## config.mk

```make
export PLATFORM = sky130hd
export DESIGN_NAME = ddr4_cmd_issuer
export DESIGN_NICKNAME = d
export VERILOG_FILES = /design/src/rtl/ddr4_cmd_issuer.sv
export SDC_FILE = /design/constraint.sdc
export NUM_CORES = 1
export LEC_CHECK = 0
export BUFFER_PORTS_ARGS = -buffer_cell sky130_fd_sc_hd__buf_2
export CAP_MARGIN = 0
export CORE_MARGIN = 2
export CORE_UTILIZATION = 50
export CTS_CLUSTER_SIZE = 10
export DETAILED_ROUTE_END_ITERATION = 16
export PLACE_DENSITY = 0.67
export RECOVER_POWER = 25
export REMOVE_ABC_BUFFERS = 1
export SYNTH_ARGS = -nofsm -noshare
export SYNTH_HDL_FRONTEND = slang
export SYNTH_SLANG_ARGS = --single-unit
```

## constraint.sdc

```tcl
create_clock -name i_ck -period 6 [get_ports i_ck]
set_input_delay 0.9 -clock i_ck [delete_from_list [all_inputs] [get_ports i_ck]]
set_output_delay 0.9 -clock i_ck [all_outputs]
set_load 0.02 [all_outputs]
```

## src/rtl/ddr4_cmd_issuer.sv

```systemverilog
// DDR4 command encoder: turns abstract requests into registered C/A pin cycles.
// Tracks the open row of each bank, enforces spacing timers, flags illegal requests
// and drives even C/A parity.
module ddr4_cmd_issuer #(
  parameter int unsigned pBG_BITS   = 2,
  parameter int unsigned pBA_BITS   = 2,
  parameter int unsigned pADDR_BITS = 14,
  parameter int unsigned pT_RCD     = 16,
  parameter int unsigned pT_RP      = 16,
  parameter int unsigned pT_AP      = 24,
  parameter int unsigned pT_CCD     = 4,
  parameter int unsigned pT_MRD     = 8,
  parameter int unsigned pT_RFC     = 260,
  parameter int unsigned pCKE_DLY   = 10
) (
  input  logic                  i_ck,
  input  logic                  i_rst_n,
  input  logic                  i_req_valid,
  output logic                  o_req_ready,
  input  logic [2:0]            i_req_cmd,
  input  logic [pBG_BITS-1:0]   i_req_bg,
  input  logic [pBA_BITS-1:0]   i_req_ba,
  input  logic [16:0]           i_req_addr,
  output logic                  o_err_illegal,
  output logic                  o_cke,
  output logic                  o_cs_n,
  output logic                  o_act,
  output logic                  o_ras_n,
  output logic                  o_cas_n,
  output logic                  o_we_n,
  output logic [pBG_BITS-1:0]   o_bg,
  output logic [pBA_BITS-1:0]   o_ba,
  output logic [pADDR_BITS-1:0] o_addr,
  output logic                  o_parity
);

  localparam int unsigned BW = pBG_BITS + pBA_BITS;
  localparam int unsigned NB = 2 ** BW;
  // Wide enough for any single timer load value.
  localparam int unsigned TW = $clog2(pT_RCD + pT_RP + pT_AP + pT_CCD + pT_MRD + pT_RFC + 1);
  localparam int unsigned CW = $clog2(pCKE_DLY + 1);

  typedef enum logic [2:0] {
    CmdAct  = 3'd0,
    CmdRd   = 3'd1,
    CmdWr   = 3'd2,
    CmdPre  = 3'd3,
    CmdPrea = 3'd4,
    CmdRef  = 3'd5,
    CmdMrs  = 3'd6,
    CmdNop  = 3'd7
  } cmd_e;

  typedef enum logic {StInit, StRun} state_e;

  function automatic logic [TW-1:0] sat_dec(input logic [TW-1:0] v);
    return (v == '0) ? v : v - TW'(1);
  endfunction

  state_e           r_state, w_state_d;
  logic [CW-1:0]    r_cke_cnt, w_cke_cnt_d;
  logic             r_cke;

  logic [NB-1:0]    r_open, w_open_d;
  logic [TW-1:0]    r_bank_tmr [NB];
  logic [TW-1:0]    w_bank_tmr_d [NB];
  logic [TW-1:0]    r_ccd_tmr, w_ccd_tmr_d;
  logic [TW-1:0]    r_mrd_tmr, w_mrd_tmr_d;
  logic [TW-1:0]    r_rfc_tmr, w_rfc_tmr_d;

  cmd_e             w_cmd;
  logic [BW-1:0]    w_bank;
  logic             w_glob_ok, w_all_idle, w_any_open;
  logic             w_illegal, w_tmr_ok, w_ready, w_accept, w_issue;

  logic             w_cs_n, w_act, w_ras_n, w_cas_n, w_we_n, w_parity;
  logic [pBG_BITS-1:0]   w_bg;
  logic [pBA_BITS-1:0]   w_ba;
  logic [pADDR_BITS-1:0] w_addr;

  assign w_cmd      = cmd_e'(i_req_cmd);
  assign w_bank     = {i_req_bg, i_req_ba};
  assign w_any_open = |r_open;
  assign w_glob_ok  = (r_mrd_tmr == '0) && (r_rfc_tmr == '0);
  assign w_ready    = r_cke && (w_illegal || w_tmr_ok);
  assign w_accept   = i_req_valid && w_ready;
  assign w_issue    = w_accept && !w_illegal && (w_cmd != CmdNop);
  assign o_req_ready = w_ready;
  assign o_cke       = r_cke;

  // Init sequencing: hold cke low for pCKE_DLY cycles after reset release.
  always_comb begin
    w_state_d   = r_state;
    w_cke_cnt_d = r_cke_cnt;
    case (r_state)
      StInit: begin
        if (r_cke_cnt == CW'(pCKE_DLY - 1)) w_state_d = StRun;
        else                                 w_cke_cnt_d = r_cke_cnt + CW'(1);
      end
      StRun: ;
    endcase
  end

  // Legality and timer readiness of the presented request.
  always_comb begin
    w_all_idle = 1'b1;
    for (int i = 0; i < NB; i++) begin
      if (r_bank_tmr[i] != '0) w_all_idle = 1'b0;
    end
    w_illegal = 1'b0;
    w_tmr_ok  = 1'b1;
    case (w_cmd)
      CmdAct: begin
        w_illegal = r_open[w_bank];
        w_tmr_ok  = w_glob_ok && (r_bank_tmr[w_bank] == '0);
      end
      CmdRd, CmdWr: begin
        w_illegal = !r_open[w_bank];
        w_tmr_ok  = w_glob_ok && (r_bank_tmr[w_bank] == '0) && (r_ccd_tmr == '0);
      end
      CmdPre, CmdPrea: w_tmr_ok = w_glob_ok;
      CmdRef: begin
        w_illegal = w_any_open;
        w_tmr_ok  = w_glob_ok && w_all_idle;
      end
      CmdMrs: begin
        w_illegal = w_any_open;
        w_tmr_ok  = w_glob_ok;
      end
      default: ;
    endcase
  end

  // Bank state and timer next-state: decrement, then apply loads for an issued command.
  always_comb begin
    w_open_d    = r_open;
    w_ccd_tmr_d = sat_dec(r_ccd_tmr);
    w_mrd_tmr_d = sat_dec(r_mrd_tmr);
    w_rfc_tmr_d = sat_dec(r_rfc_tmr);
    for (int i = 0; i < NB; i++) w_bank_tmr_d[i] = sat_dec(r_bank_tmr[i]);
    if (w_issue) begin
      case (w_cmd)
        CmdAct: begin
          w_open_d[w_bank]     = 1'b1;
          w_bank_tmr_d[w_bank] = TW'(pT_RCD - 1);
        end
        CmdRd, CmdWr: begin
          w_ccd_tmr_d = TW'(pT_CCD - 1);
          if (i_req_addr[10]) begin
            w_open_d[w_bank]     = 1'b0;
            w_bank_tmr_d[w_bank] = TW'(pT_AP - 1);
          end
        end
        CmdPre: begin
          // A closed bank keeps its timer; it may still be finishing an auto-precharge.
          if (r_open[w_bank]) begin
            w_open_d[w_bank]     = 1'b0;
            w_bank_tmr_d[w_bank] = TW'(pT_RP - 1);
          end
        end
        CmdPrea: begin
          w_open_d = '0;
          for (int i = 0; i < NB; i++) begin
            if (w_bank_tmr_d[i] < TW'(pT_RP - 1)) w_bank_tmr_d[i] = TW'(pT_RP - 1);
          end
        end
        CmdRef:  w_rfc_tmr_d = TW'(pT_RFC - 1);
        CmdMrs:  w_mrd_tmr_d = TW'(pT_MRD - 1);
        default: ;
      endcase
    end
  end

  // Pin encoding for the next cycle; DES unless a command is issued.
  always_comb begin
    w_cs_n   = 1'b1;
    w_act    = 1'b1;
    w_ras_n  = 1'b1;
    w_cas_n  = 1'b1;
    w_we_n   = 1'b1;
    w_bg     = '0;
    w_ba     = '0;
    w_addr   = '0;
    w_parity = 1'b0;
    if (w_issue) begin
      w_cs_n = 1'b0;
      w_bg   = i_req_bg;
      w_ba   = i_req_ba;
      w_addr = i_req_addr[pADDR_BITS-1:0];
      case (w_cmd)
        CmdAct: begin
          w_act                     = 1'b0;
          {w_ras_n, w_cas_n, w_we_n} = i_req_addr[16:14];
        end
        CmdRd: w_cas_n = 1'b0;
        CmdWr: begin
          w_cas_n = 1'b0;
          w_we_n  = 1'b0;
        end
        CmdPre: begin
          w_ras_n    = 1'b0;
          w_we_n     = 1'b0;
          w_addr[10] = 1'b0;
        end
        CmdPrea: begin
          w_ras_n    = 1'b0;
          w_we_n     = 1'b0;
          w_addr[10] = 1'b1;
        end
        CmdRef: begin
          w_ras_n = 1'b0;
          w_cas_n = 1'b0;
        end
        CmdMrs: begin
          w_ras_n = 1'b0;
          w_cas_n = 1'b0;
          w_we_n  = 1'b0;
        end
        default: ;
      endcase
      w_parity = ^{w_act, w_ras_n, w_cas_n, w_we_n, w_bg, w_ba, w_addr};
    end
  end

  // Init state, cke and timer/bank registers.
  always_ff @(posedge i_ck or negedge i_rst_n) begin
    if (!i_rst_n) begin
      r_state   <= StInit;
      r_cke_cnt <= '0;
      r_cke     <= 1'b0;
      r_open    <= '0;
      r_ccd_tmr <= '0;
      r_mrd_tmr <= '0;
      r_rfc_tmr <= '0;
      for (int i = 0; i < NB; i++) r_bank_tmr[i] <= '0;
    end else begin
      r_state   <= w_state_d;
      r_cke_cnt <= w_cke_cnt_d;
      r_cke     <= (w_state_d == StRun);
      r_open    <= w_open_d;
      r_ccd_tmr <= w_ccd_tmr_d;
      r_mrd_tmr <= w_mrd_tmr_d;
      r_rfc_tmr <= w_rfc_tmr_d;
      for (int i = 0; i < NB; i++) r_bank_tmr[i] <= w_bank_tmr_d[i];
    end
  end

  // Registered pins and illegal-request pulse.
  always_ff @(posedge i_ck or negedge i_rst_n) begin
    if (!i_rst_n) begin
      o_cs_n        <= 1'b1;
      o_act         <= 1'b1;
      o_ras_n       <= 1'b1;
      o_cas_n       <= 1'b1;
      o_we_n        <= 1'b1;
      o_bg          <= '0;
      o_ba          <= '0;
      o_addr        <= '0;
      o_parity      <= 1'b0;
      o_err_illegal <= 1'b0;
    end else begin
      o_cs_n        <= w_cs_n;
      o_act         <= w_act;
      o_ras_n       <= w_ras_n;
      o_cas_n       <= w_cas_n;
      o_we_n        <= w_we_n;
      o_bg          <= w_bg;
      o_ba          <= w_ba;
      o_addr        <= w_addr;
      o_parity      <= w_parity;
      o_err_illegal <= w_accept && w_illegal;
    end
  end

endmodule

```

==> flow_metrics.tcl <==
set metrics [dict create \
    grt_max_degree 124 \
    rsz0062_at_grt "no" \
    htree_levels 1 \
    vias_per_cell 6.442 \
    track_usage_pct 29.23 \
    ctsResizeCount 0 \
    power_frac_clock_pct 47.1 \
    crit_family "simple AND/OR/NAND/NOR gates" \
    powerDensity_nw_per_um2 209.0 \
    cp_max_fo 10 \
    utilization_pct 56.04 \
    hold_viol 0 \
    cp-end-kind "primary output" \
    yosys_most_used_dff "dfrtp_1" \
    core_sq_um 27930 \
    route.detailed.drc 0 \
    synth_top_area_share_pct 37.23 \
    postSynthCellCount 1675 \
    place_ws_ns 1.474 \
    cts_hold_buf 0 \
    die_w_um 172.8 \
    diodes 0 \
    critPathSlowestCell "nor4b_1" \
    final_cell_mix "dfrtp_1, nor2_1, o21ai_0" \
    grt_pass1_vias 12960 \
    grt_pass1_wl_um 70670 \
    num_vias 13500 \
    status "complete, but fails checks" \
    finalInstanceArea_sq_um 15660 \
    critical_path.cell_chain "inv_1 > ha_1 > nor4b_1 > nand2_1 > nor4_1 > nand4b_1 > o21ai_2 > nor2_1 > a21oi_1 > buf_2" \
    drive_above_1_share_pct 10.01 \
    final_common_cell "dfrtp_1" \
    max_stage_delay_ns 0.69 \
    drt-total-wl_um 44360 \
    gr-total-overflow 0 \
    tritoncts "built" \
    die_area_sq_um 29860 \
    tightest_slew_ns 4.285 \
    setup_ws_ns 1.068 \
    fp.dieH_um 172.8 \
    vdd_drop_max_mv 0.2400 \
    synthToLayoutAreaGrowth_pct 9.870 \
    finalClockSkew_ns 0.02755 \
    numCtsBuffers 27 \
    crit_cells 10 \
    crit_path_start_kind "flip-flop" \
    sw_frac_of_total_pct 25.36 \
    gp_congestion 1.028 \
    syn_area_sq_um 14250 \
    synthTopCellsByArea "dfrtp_1, o21ai_0, xnor2_1" \
    nets 1760 \
    drt_iter0_markers 1340 \
    grt_antenna_before_repair 1 \
    cts.reportedPaths.clkPinSlew_ns 0.05 \
    portBuffers 53 \
    fin_tns_setup_ns 0 \
    finalCriticalPeriod_ns 4.932 \
    crit_type "reg -> out" \
    yosysUniqueCellTypes 97 \
    arrival_ns 4.03 \
    r2r.worst_path.cells 9 \
    finalPower_mw 3.271 \
    leakage_nw 6.145 \
    timing.final.crit_share_pct 82.20 \
    synth_edf_count 0 \
    maxCapViolations 1 \
    power_switching_mw 0.8298 \
    combPwrFrac_pct 8.1 \
    min_path_type "reg -> reg" \
    placed_cell_area_sq_um 14840 \
    slew_headroom_pct -185.7 \
    synth_warnings 0 \
    setup_violations 0 \
    slew_viol_final 95 \
    clock_path_buffers 3 \
    p_seq_share_pct 44.8 \
    cts-root-buf "clkbuf_16" \
    holdPathStages 1 \
    async_flop_share_pct 100.0 \
    detail_route.wl_per_cell_um 21.16 \
    design.portCount 54 \
    dr.pass1.iters 6 \
    violations "capacitance limit, slew limit" \
    worstPathRequired_ns 5.10 \
    initial_utilization_pct 51.01 \
    row_count 61 \
    critPathBufInv 2 \
    yosysTopAreaCell "dfrtp_1" \
    ant_nets 0 \
    cts_setup_buffers 0 \
    clkSinkCount 217 \
    internal-power_mw 2.442 \
    fmax_mhz 202.8 \
    syn_area_per_cell_sq_um 8.507 \
    dp_hpwl_um 31610 \
    clk_latency_ns 0.56 \
    synth-seq-cells 217 \
    yosysSeqAreaShare_pct 38.15 \
]
[worst paths after layout]
| kind | start | to | slack [ns] |
|---|---|---|---|
| max in group asynchronous | i_rst_n | r_bank_tmr[38]$_DFF_PN0_ | 1.56 |
| worst max-delay path | r_bank_tmr[90]$_DFF_PN0_ | o_req_ready | 1.07 |
| min in group asynchronous | i_rst_n | r_bank_tmr[133]$_DFF_PN0_ | 1.99 |
| worst min-delay path | r_rfc_tmr[4]$_DFF_PN0_ | r_rfc_tmr[4]$_DFF_PN0_ | 0.48 |
| worst max register to register | r_bank_tmr[83]$_DFF_PN0_ | r_open[2]$_DFFE_PN0P_ | 1.43 |
| worst min register to register | r_rfc_tmr[4]$_DFF_PN0_ | r_rfc_tmr[4]$_DFF_PN0_ | 0.48 |
[power groups by stage]
stage               registers [mW]  logic [mW]  clock network [mW]
detailed placement            1.49       0.257                   0
global placement              1.49       0.256                   0
floorplan                     1.49       0.127                   0
finish                        1.47       0.265                1.54
global route                  1.46       0.281                1.63
CTS                           1.46       0.258                1.56
[state kept, by name, summed over array words and instances, names as in the netlist]
signal	count
o_err_illegal	1
o_cs_n	1
o_addr	14
r_ccd_tmr	9
o_bg	2
r_rfc_tmr	9
r_open	16
o_ras_n	1
o_we_n	1
r_bank_tmr	144
o_cas_n	1
r_mrd_tmr	9
o_parity	1
o_act	1
o_ba	2
o_cke	1
r_cke_cnt	4
[kinds of logic (layout without fill, tap and decap cells)]
logic type	Yosys count	count (layout)	share of synthesized area, %
AO/OA/AOI/OAI	439	439	19.85
XOR/XNOR	114	114	7.007
adder cells (fa/ha/maj)	36	36	3.144
buffers and inverters	142	185	4.066
flip-flops	217	217	38.15
multiplexers	30	30	2.397
AND/OR/NAND/NOR	697	697	25.39
[cell usage after synthesis, types with 17 or more instances]
| library cell | instances |
|---|---|
| o31ai_1 | 30 |
| nand3_1 | 56 |
| nor4_1 | 57 |
| and2_1 | 25 |
| xnor2_1 | 79 |
| nand2_1 | 144 |
| ha_1 | 35 |
| o21ai_0 | 147 |
| clkbuf_1 | 59 |
| nor3_1 | 65 |
| xor2_1 | 35 |
| mux2i_1 | 24 |
| nand4_1 | 27 |
| nor2b_1 | 17 |
| nor2_1 | 182 |
| dfrtp_1 | 212 |
| or3_1 | 17 |
| a21oi_1 | 82 |
| inv_1 | 60 |
| a31oi_1 | 23 |
| nor4b_1 | 20 |
[metal layers]
| layer | vias to the layer above | part of all wire (%) | GRT usage, % |
|---|---|---|---|
| met3 | 148 | 10 | 7.564 |
| li1 | 6193 | - | - |
| met4 | 4 | 4.1 | 11.05 |
| met1 | 6475 | 42 | 39.11 |
| met5 | - | 0.12 | 1.122 |
| met2 | 682 | 44 | 45.53 |
[cell type report]
class                      count  area (sq um)
fill                        2577         12280
clock inverter                 2         13.76
tap                          378         473.0
multi-input combinational   1316          8245
sequential                   217          5436
timing repair buffer          74         442.9
inverter                      62         232.7
clock buffer                  47         810.8
[stage by stage]
step,std cells,hold WS (ns)
4_1_cts,2096,0.4215
2_1_floorplan,1595,0.4457
5_1_grt,2096,0.4994
3_5_place_dp,2047,0.4696
3_3_place_gp,2047,0.4634
6_report,2096,0.4794
Note: power is estimated with default switching activity, not from simulation.
